$ cat config.mk
export PLATFORM = sky130hd
export DESIGN_NAME = acc_arbiter
export DESIGN_NICKNAME = d
export VERILOG_FILES = /design/src/rtl/acc_arbiter_pkg.sv /design/src/rtl/rr_arb2.sv /design/src/rtl/acc_arbiter.sv
export SDC_FILE = /design/constraint.sdc
export NUM_CORES = 1
export LEC_CHECK = 0
export ABC_AREA = 1
export ABC_CLOCK_PERIOD_IN_PS = 4200
export CAP_MARGIN = 15
export CORE_ASPECT_RATIO = 0.75
export CORE_MARGIN = 2
export CORE_UTILIZATION = 45
export CTS_CLUSTER_SIZE = 30
export DETAILED_ROUTE_END_ITERATION = 7
export PLACE_DENSITY = 0.7
export RECOVER_POWER = 100
export SETUP_SLACK_MARGIN = 0.15
export SLEW_MARGIN = 15
export SYNTH_ARGS = -nofsm -noshare
export SYNTH_HDL_FRONTEND = slang
export SYNTH_SLANG_ARGS = --single-unit
$ cat constraint.sdc
create_clock -name clk -period 4.2 [get_ports clk]
set_input_delay 1.05 -clock clk [delete_from_list [all_inputs] [get_ports clk]]
set_output_delay 1.05 -clock clk [all_outputs]
set_load 0.005 [all_outputs]
$ cat src/rtl/acc_arbiter_pkg.sv
// Shared types and defaults for the accumulating two-port arbiter.
package acc_arbiter_pkg;

  localparam int DEF_WIDTH = 4;
  localparam int DEF_DIV   = 2;
  localparam int CNT_W     = 5;

  typedef enum logic [1:0] {
    IDLE,
    WAIT,
    GRANT
  } state_t;

  typedef enum logic {
    OWNER_A,
    OWNER_B
  } owner_t;

endpackage

$ cat src/rtl/rr_arb2.sv
// Two-way round-robin pick; the side not granted last wins a tie.
module rr_arb2
  import acc_arbiter_pkg::*;
(
  input  logic   req_a,
  input  logic   req_b,
  input  owner_t last,
  output logic   gnt_a,
  output logic   gnt_b
);

  assign gnt_a = req_a & (~req_b | (last == OWNER_B));
  assign gnt_b = req_b & (~req_a | (last == OWNER_A));

endmodule

$ cat src/rtl/acc_arbiter.sv
// Prescaled round-robin arbiter feeding a shared accumulator.
// Define ACC_ARBITER_SAT_EN to saturate the add instead of wrapping.
module acc_arbiter
  import acc_arbiter_pkg::*;
#(
  parameter int WIDTH = DEF_WIDTH,
  parameter int DIV   = DEF_DIV
) (
  input  logic             clk,
  input  logic             rst_n,
  input  logic             req_a,
  input  logic [WIDTH-1:0] a,
  input  logic             req_b,
  input  logic [WIDTH-1:0] b,
  input  logic             clr,
  output logic             gnt_a,
  output logic             gnt_b,
  output logic [WIDTH-1:0] y,
  output logic             ovf
);

  localparam logic [CNT_W-1:0] LAST_CNT = CNT_W'(DIV - 1);

  state_t           r_state;
  logic [CNT_W-1:0] r_cnt;
  owner_t           r_last;
  logic [WIDTH-1:0] r_y;
  logic             r_ovf;

  logic             w_arb_a;
  logic             w_arb_b;
  logic             w_in_grant;
  logic             w_any_req;
  logic [WIDTH-1:0] w_op;
  logic [WIDTH:0]   w_sum;
  logic [WIDTH-1:0] w_y_nxt;
  logic             w_ovf_nxt;

  rr_arb2 u_rr (
    .req_a (req_a),
    .req_b (req_b),
    .last  (r_last),
    .gnt_a (w_arb_a),
    .gnt_b (w_arb_b)
  );

  assign w_any_req  = req_a | req_b;
  assign w_in_grant = (r_state == GRANT);
  assign gnt_a      = w_in_grant & w_arb_a;
  assign gnt_b      = w_in_grant & w_arb_b;

  assign w_op  = gnt_a ? a : b;
  assign w_sum = {1'b0, r_y} + {1'b0, w_op};

`ifdef ACC_ARBITER_SAT_EN
  assign w_y_nxt = w_sum[WIDTH] ? {WIDTH{1'b1}}
                                : w_sum[WIDTH-1:0];
`else
  assign w_y_nxt = w_sum[WIDTH-1:0];
`endif

  assign w_ovf_nxt = r_ovf | w_sum[WIDTH];

  always_ff @(posedge clk or negedge rst_n) begin
    if (!rst_n) begin
      r_state <= IDLE;
      r_cnt   <= '0;
      r_last  <= OWNER_B;
      r_y     <= '0;
      r_ovf   <= 1'b0;
    end else begin
      unique case (r_state)
        IDLE: begin
          if (w_any_req) begin
            r_state <= WAIT;
            r_cnt   <= '0;
          end
        end
        WAIT: begin
          if (!w_any_req) begin
            r_state <= IDLE;
            r_cnt   <= '0;
          end else if (r_cnt == LAST_CNT) begin
            r_state <= GRANT;
            r_cnt   <= '0;
          end else begin
            r_cnt <= r_cnt + 1'b1;
          end
        end
        GRANT: begin
          r_state <= IDLE;
          if (gnt_a) r_last <= OWNER_A;
          else if (gnt_b) r_last <= OWNER_B;
        end
        default: r_state <= IDLE;
      endcase

      // clr wins over a same-cycle add; the grant still consumes the operand
      if (clr) begin
        r_y   <= '0;
        r_ovf <= 1'b0;
      end else if (gnt_a | gnt_b) begin
        r_y   <= w_y_nxt;
        r_ovf <= w_ovf_nxt;
      end
    end
  end

  assign y   = r_y;
  assign ovf = r_ovf;

endmodule

# [Yosys cells after proc, flatten, opt, wreduce, memory -nomap -nowiden]
# Index checks and enable logic that the tools add are counted.
[word_totals] word_cells=46 ff_bits=13
[classes] n_bitwise=12 mux=15 eq_ne=5 add_sub_neg=2 n_reduce_logical=7
[ops] operator="5-bit two-way mux" count=3
[ops] operator="4-bit two-way mux" count=3
[ops] operator="5-bit one-hot mux with 2 select lines" count=1
[ops] operator="2-bit two-way mux" count=3
[ops] operator="2-bit AND reduction" count=3
[ops] operator="2-bit nonzero test" count=3
[ops] operator="4-bit by 4-bit adder with 5-bit output" count=1
[ops] operator="5-bit by 1-bit adder with 5-bit output (second input constant)" count=1
[ops] operator="5-bit by 1-bit equality test with 1-bit output (second input constant)" count=1
[ops] operator="1-bit bitwise OR" count=5
[ops] operator="1-bit AND" count=4
[ops] operator="1-bit two-way mux" count=4
[ops] operator="2-bit one-hot mux with 2 select lines" count=1
[ops] operator="3-bit != test (second input constant)" count=1
[ops] operator="1-bit inverter" count=3
[ops] operator="2-bit by 1-bit equality test with 1-bit output (second input constant)" count=1
[ops] operator="2-bit equality test (second input constant)" count=1
[ops] operator="2-bit zero test" count=1
[ops] operator="2-bit != test (second input constant)" count=1

# [Logic depth before layout (Yosys ltp)]
[logic_depth] depth_word=9 depth_mapped=12 mapped_depth_nobuf=12

# [Cells and area by module]
# From an unflattened synthesis, not the netlist that was laid out.
[unflattened] cells_unflattened=108 hier_area_um2=850.8
[by_module_without_submodules] module="acc_arbiter" instances=1 area_each_um2=823.3 seq_area_each_um2=326.6 cells_each=104
[by_module_without_submodules] module="rr_arb2" instances=1 area_each_um2=27.5 seq_area_each_um2=0.0 cells_each=4

# [Worst setup path after synthesis]
# OpenSTA, ideal clock, no wires.
[synth_path] path_type="input to register" startpoint="input req_b" endpoint="register r_ovf, in the netlist ovf" setup_time_ns=0.116 n_path_buf=0 stages=11 required_time_ns=4.084 arrival_ns=2.394 setup_slack_ns=1.689 cell_sequence="inv_1 > o211ai_2 > inv_2 > nand2_1 > nand2_1 > ha_1 > fa_1 > a21oi_1 > o21bai_1 > nand2_1 > nand2_1"
[synth_between] elab_chain_cells=9
[synth_rtl] element="start: declaration" line_no="acc_arbiter.sv:13" rtl="input logic req_b,"
[synth_rtl] element="1-bit inverter (*)" line_no="rr_arb2.sv:12" rtl="assign gnt_a = req_a & (~req_b | (last == OWNER_B));"
[synth_rtl] element="1-bit bitwise OR (*)" line_no="rr_arb2.sv:12"
[synth_rtl] element="1-bit AND (*)" line_no="rr_arb2.sv:12"
[synth_rtl] element="1-bit AND (*)" line_no="acc_arbiter.sv:49" rtl="assign gnt_a = w_in_grant & w_arb_a;"
[synth_rtl] element="named net gnt_a" line_no="acc_arbiter.sv:16" rtl="output logic gnt_a,"
[synth_rtl] element="4-bit two-way mux" line_no="acc_arbiter.sv:52" rtl="assign w_op = gnt_a ? a : b;"
[synth_rtl] element="4-bit by 4-bit adder with 5-bit output" line_no="acc_arbiter.sv:53" rtl="assign w_sum = {1'b0, r_y} + {1'b0, w_op};"
[synth_rtl] element="1-bit bitwise OR" line_no="acc_arbiter.sv:62" rtl="assign w_ovf_nxt = r_ovf | w_sum[WIDTH];"
[synth_rtl] element="1-bit two-way mux" line_no="acc_arbiter.sv:102" rtl="end else if (gnt_a | gnt_b) begin"
[synth_rtl] element="1-bit two-way mux" line_no="acc_arbiter.sv:99" rtl="if (clr) begin"
[synth_rtl] element="end signal: assignment" line_no="acc_arbiter.sv:104" rtl="r_ovf <= w_ovf_nxt;"
[synth_rtl] element="end: declaration" line_no="acc_arbiter.sv:28" rtl="logic r_ovf;"
# The timed path passes the listed nets; every way through them passes the cells marked *. The select of a mux whose other input is x is not followed.
# A chain may end at the register's enable or synchronous reset.

# [Worst setup path after layout]
[layout_path] startpoint="input req_b" endpoint="output gnt_a"
[layout_between] elab_chain_cells=4
[layout_rtl] element="1-bit inverter" line_no="rr_arb2.sv:12"
[layout_rtl] element="1-bit bitwise OR" line_no="rr_arb2.sv:12"
[layout_rtl] element="1-bit AND" line_no="rr_arb2.sv:12"
[layout_rtl] element="1-bit AND" line_no="acc_arbiter.sv:49"
[layout_rtl] element="end: declaration" line_no="acc_arbiter.sv:16"
# No other way between the ends.

==> out/qor.yml <==
run_status:
  status: "finished clean"
synth:
  ys_ff_latch: 13
  syn_nets: 130
  synth_cells: 110
  synth_top_cell_by_area: "dfrtp_1"
  syn_area_per_cell_um2: 7.746
  synth_top_area_share_pct: 35.24
  synth.area.top_cells: "dfrtp_1 (35%), nand2_1 (19%), ha_1 (8.8%), nand3_1 (5.9%), inv_1 (4.8%)"
  synth_async_sr_flop_share_pct: 100.0
  yosysSeqAreaShare_pct: 38.33
  synth_edf_count: 0
  synth_area_um2: 852.1
  synth_ff_type: "dfrtp_1"
  yosys_warnings: 0
  synthDistinctLibCells: 22
cts:
  clk_pin_slew_ns: 0.08
  hold_buffers: 0
  cts.sink_count: 13
  cts_max_path_buffers: 2
  cts_max_level: 1
  cts_buffers: 3
  cts_tree: "done"
  post_cts_buffers: 0
  cts_root_buf: "clkbuf_4"
  cts_resized: 0
  clock_latency_ns: 0.28
grt:
  grt_antenna_before_repair: 0
  grtUsageTotal_pct: 19.03
  overflow: 0
  met3_usage_pct: 7.914
  top_usage_layer: "met2"
  grt_use_met1_pct: 26.54
  use_met2_pct: 28.67
  grt_pass1_wl_mm: 3.132
  grt_pass1_vias: 714
  grt_max_degree: 14
drt:
  drt_pass1_iterations: 4
  wl_per_cell_um: 11.69
  ant_nets: 0
  vias: 748
  wl_mm: 1.800
  drc: 0
  drt_iter0_drc: 5
  avgViaCountPerCell: 4.857
worst_setup_path:
  critPathRequiredTime_ns: 3.15
  critPathTopFamily: "buffers and inverters"
  crit_buf_inv: 4
  startpoint_type: "primary input"
  max_stage_delay_ns: 0.57
  critPathArrivalTime_ns: 2.66
  worstPathCellList: "dlygate4sd3_1 > inv_1 > o211ai_1 > inv_1 > clkdlybuf4s50_1"
  crit_type: "in -> out"
  cp_common_cell: "inv_1"
  slowest_stage: "dlygate4sd3_1"
  endpoint_kind: "output pin"
  cp_max_fo: 5
timing:
  final_max_slew_viol_count: 0
  rsz0062_at_grt: "false"
  fin_skew_ns: 0.004251
  tightest_slew_ns: 0.5551
  setup_violations: 0
  post-route-period-util_pct: 88.35
  period_needed_ns: 3.711
  finalHoldViolations: 0
  fin_setup_tns_ns: 0
  fmax_mhz: 269.5
  relSlewSlack_pct: 62.87
floorplan:
  core_area_um2: 1757
  start_util_pct: 48.50
  io_pins: 20
  rows: 13
  die_y_um: 41.69
  die_width_um: 54.25
  die-area_um2: 2261
power_and_ir_drop:
  cellLeakagePower_nw: 0.5938
  irDropWorstVdd_mv: 0.3145
  p_total_uw: 415.1
  powerDensity_nw_per_um2: 384.4
place:
  gp_congestion: 0.7874
  portBuffers: 19
  post-dp-hpwl_mm: 1.497
cells_and_area:
  diodes: 0
  syn2layout_area_growth_pct: 26.73
  fin_nets: 153
  final_layout_size_suffix_gt1_share_pct: 6.818
hold_path:
  hold_path.class: "reg -> reg"
flow_run:
  maxCapViolCount: 0
-- cell families after synthesis --
group | share of synthesized area (%)
buffers and inverters | 6.314
AO/OA/AOI/OAI | 6.314
XOR/XNOR | 2.056
AND/OR/NAND/NOR | 34.65
multiplexers | 1.175
adder cells (fa/ha/maj) | 11.16
flip-flops | 38.33
-- report_power, final --
part           internal, mW  switching, mW
combinational        0.0609         0.0888
sequential            0.156         0.0322
clock                0.0353         0.0413
-- metal layers --
layer	vias to the layer above	wire length, um
met2	11	798
met5	-	0
met1	344	923
met3	0	79
met4	0	0
li1	393	-
-- through the flow --
step,hold slack (ns),instances,instance area (um^2),util (%),setup slack (ns)
6_report,0.4811,154,1080,61.47,0.4893
5_1_grt,0.5019,154,1080,61.47,0.3996
4_1_cts,0.4875,154,1092,62.18,0.6960
3_5_place_dp,0.4720,150,1065,60.61,0.7046
3_3_place_gp,0.4680,150,1065,60.61,0.7410
2_1_floorplan,0.4557,110,852.1,-,1.689
-- synthesized netlist by cell type (all sizes together), types with 2 or more instances --
cell type	instances
nor2	6
o21ai	3
dfrtp	12
nand2	45
nand4	3
xor2	2
ha	6
a21oi	3
nand3	10
inv	13
-- worst register-to-register path: cells and delay by family (launching register included) --
kind                     cells  cell delay [ns]
adder cells (fa/ha/maj)      2             0.61
flip-flops                   1             0.39
AND/OR/NAND/NOR              5             0.33
AO/OA/AOI/OAI                3             0.43
buffers and inverters        2             0.28
-- path summary, 6_finish.rpt --
check,to,slack [ns],startpoint,depth (start not counted)
setup reg to reg,ovf,2.06,r_state[1],12
setup / recovery,gnt_a,0.49,req_b,5
hold / removal,r_last,0.48,r_last,2
hold reg to reg,r_last,0.48,r_last,2
max in group asynchronous,r_last,2.63,rst_n,1
min in group asynchronous,r_state[0],1.19,rst_n,1
-- state kept, by name, summed over array words and instances, names as in the netlist --
name     count
r_cnt        5
y            4
r_state      2
ovf          1
r_last       1
-- cell usage in the layout (no fill, tap or decap) --
master | Yosys | routed
nor2_1 | 4 | 4
a21oi_1 | 2 | 2
fa_1 | 1 | 1
o21bai_1 | 1 | 1
xor2_1 | 2 | 2
clkinv_2 | 0 | 1
nand3_1 | 10 | 10
dfrtp_1 | 12 | 12
o21ai_0 | 2 | 3
nand2_4 | 2 | 1
nand4_1 | 3 | 3
dfstp_2 | 1 | 1
mux2i_1 | 1 | 1
ha_1 | 6 | 6
inv_1 | 11 | 13
a21oi_2 | 1 | 1
nor2_4 | 2 | 2
o211ai_1 | 0 | 1
nor3_1 | 1 | 1
clkbuf_4 | 0 | 3
nand2_1 | 43 | 44
clkdlybuf4s50_1 | 0 | 10
dlygate4sd3_1 | 0 | 9
-- area by class of cell --
| class | count | area (um^2) |
|---|---|---|
| clock buffer | 3 | 22.52 |
| clock inverter | 1 | 5.005 |
| fill | 185 | 676.9 |
| inverter | 13 | 48.80 |
| multi-input combinational | 83 | 459.2 |
| sequential | 13 | 326.6 |
| tap | 22 | 27.53 |
| timing repair buffer | 19 | 190.2 |
No activity file was read; power rests on OpenSTA's default activity.
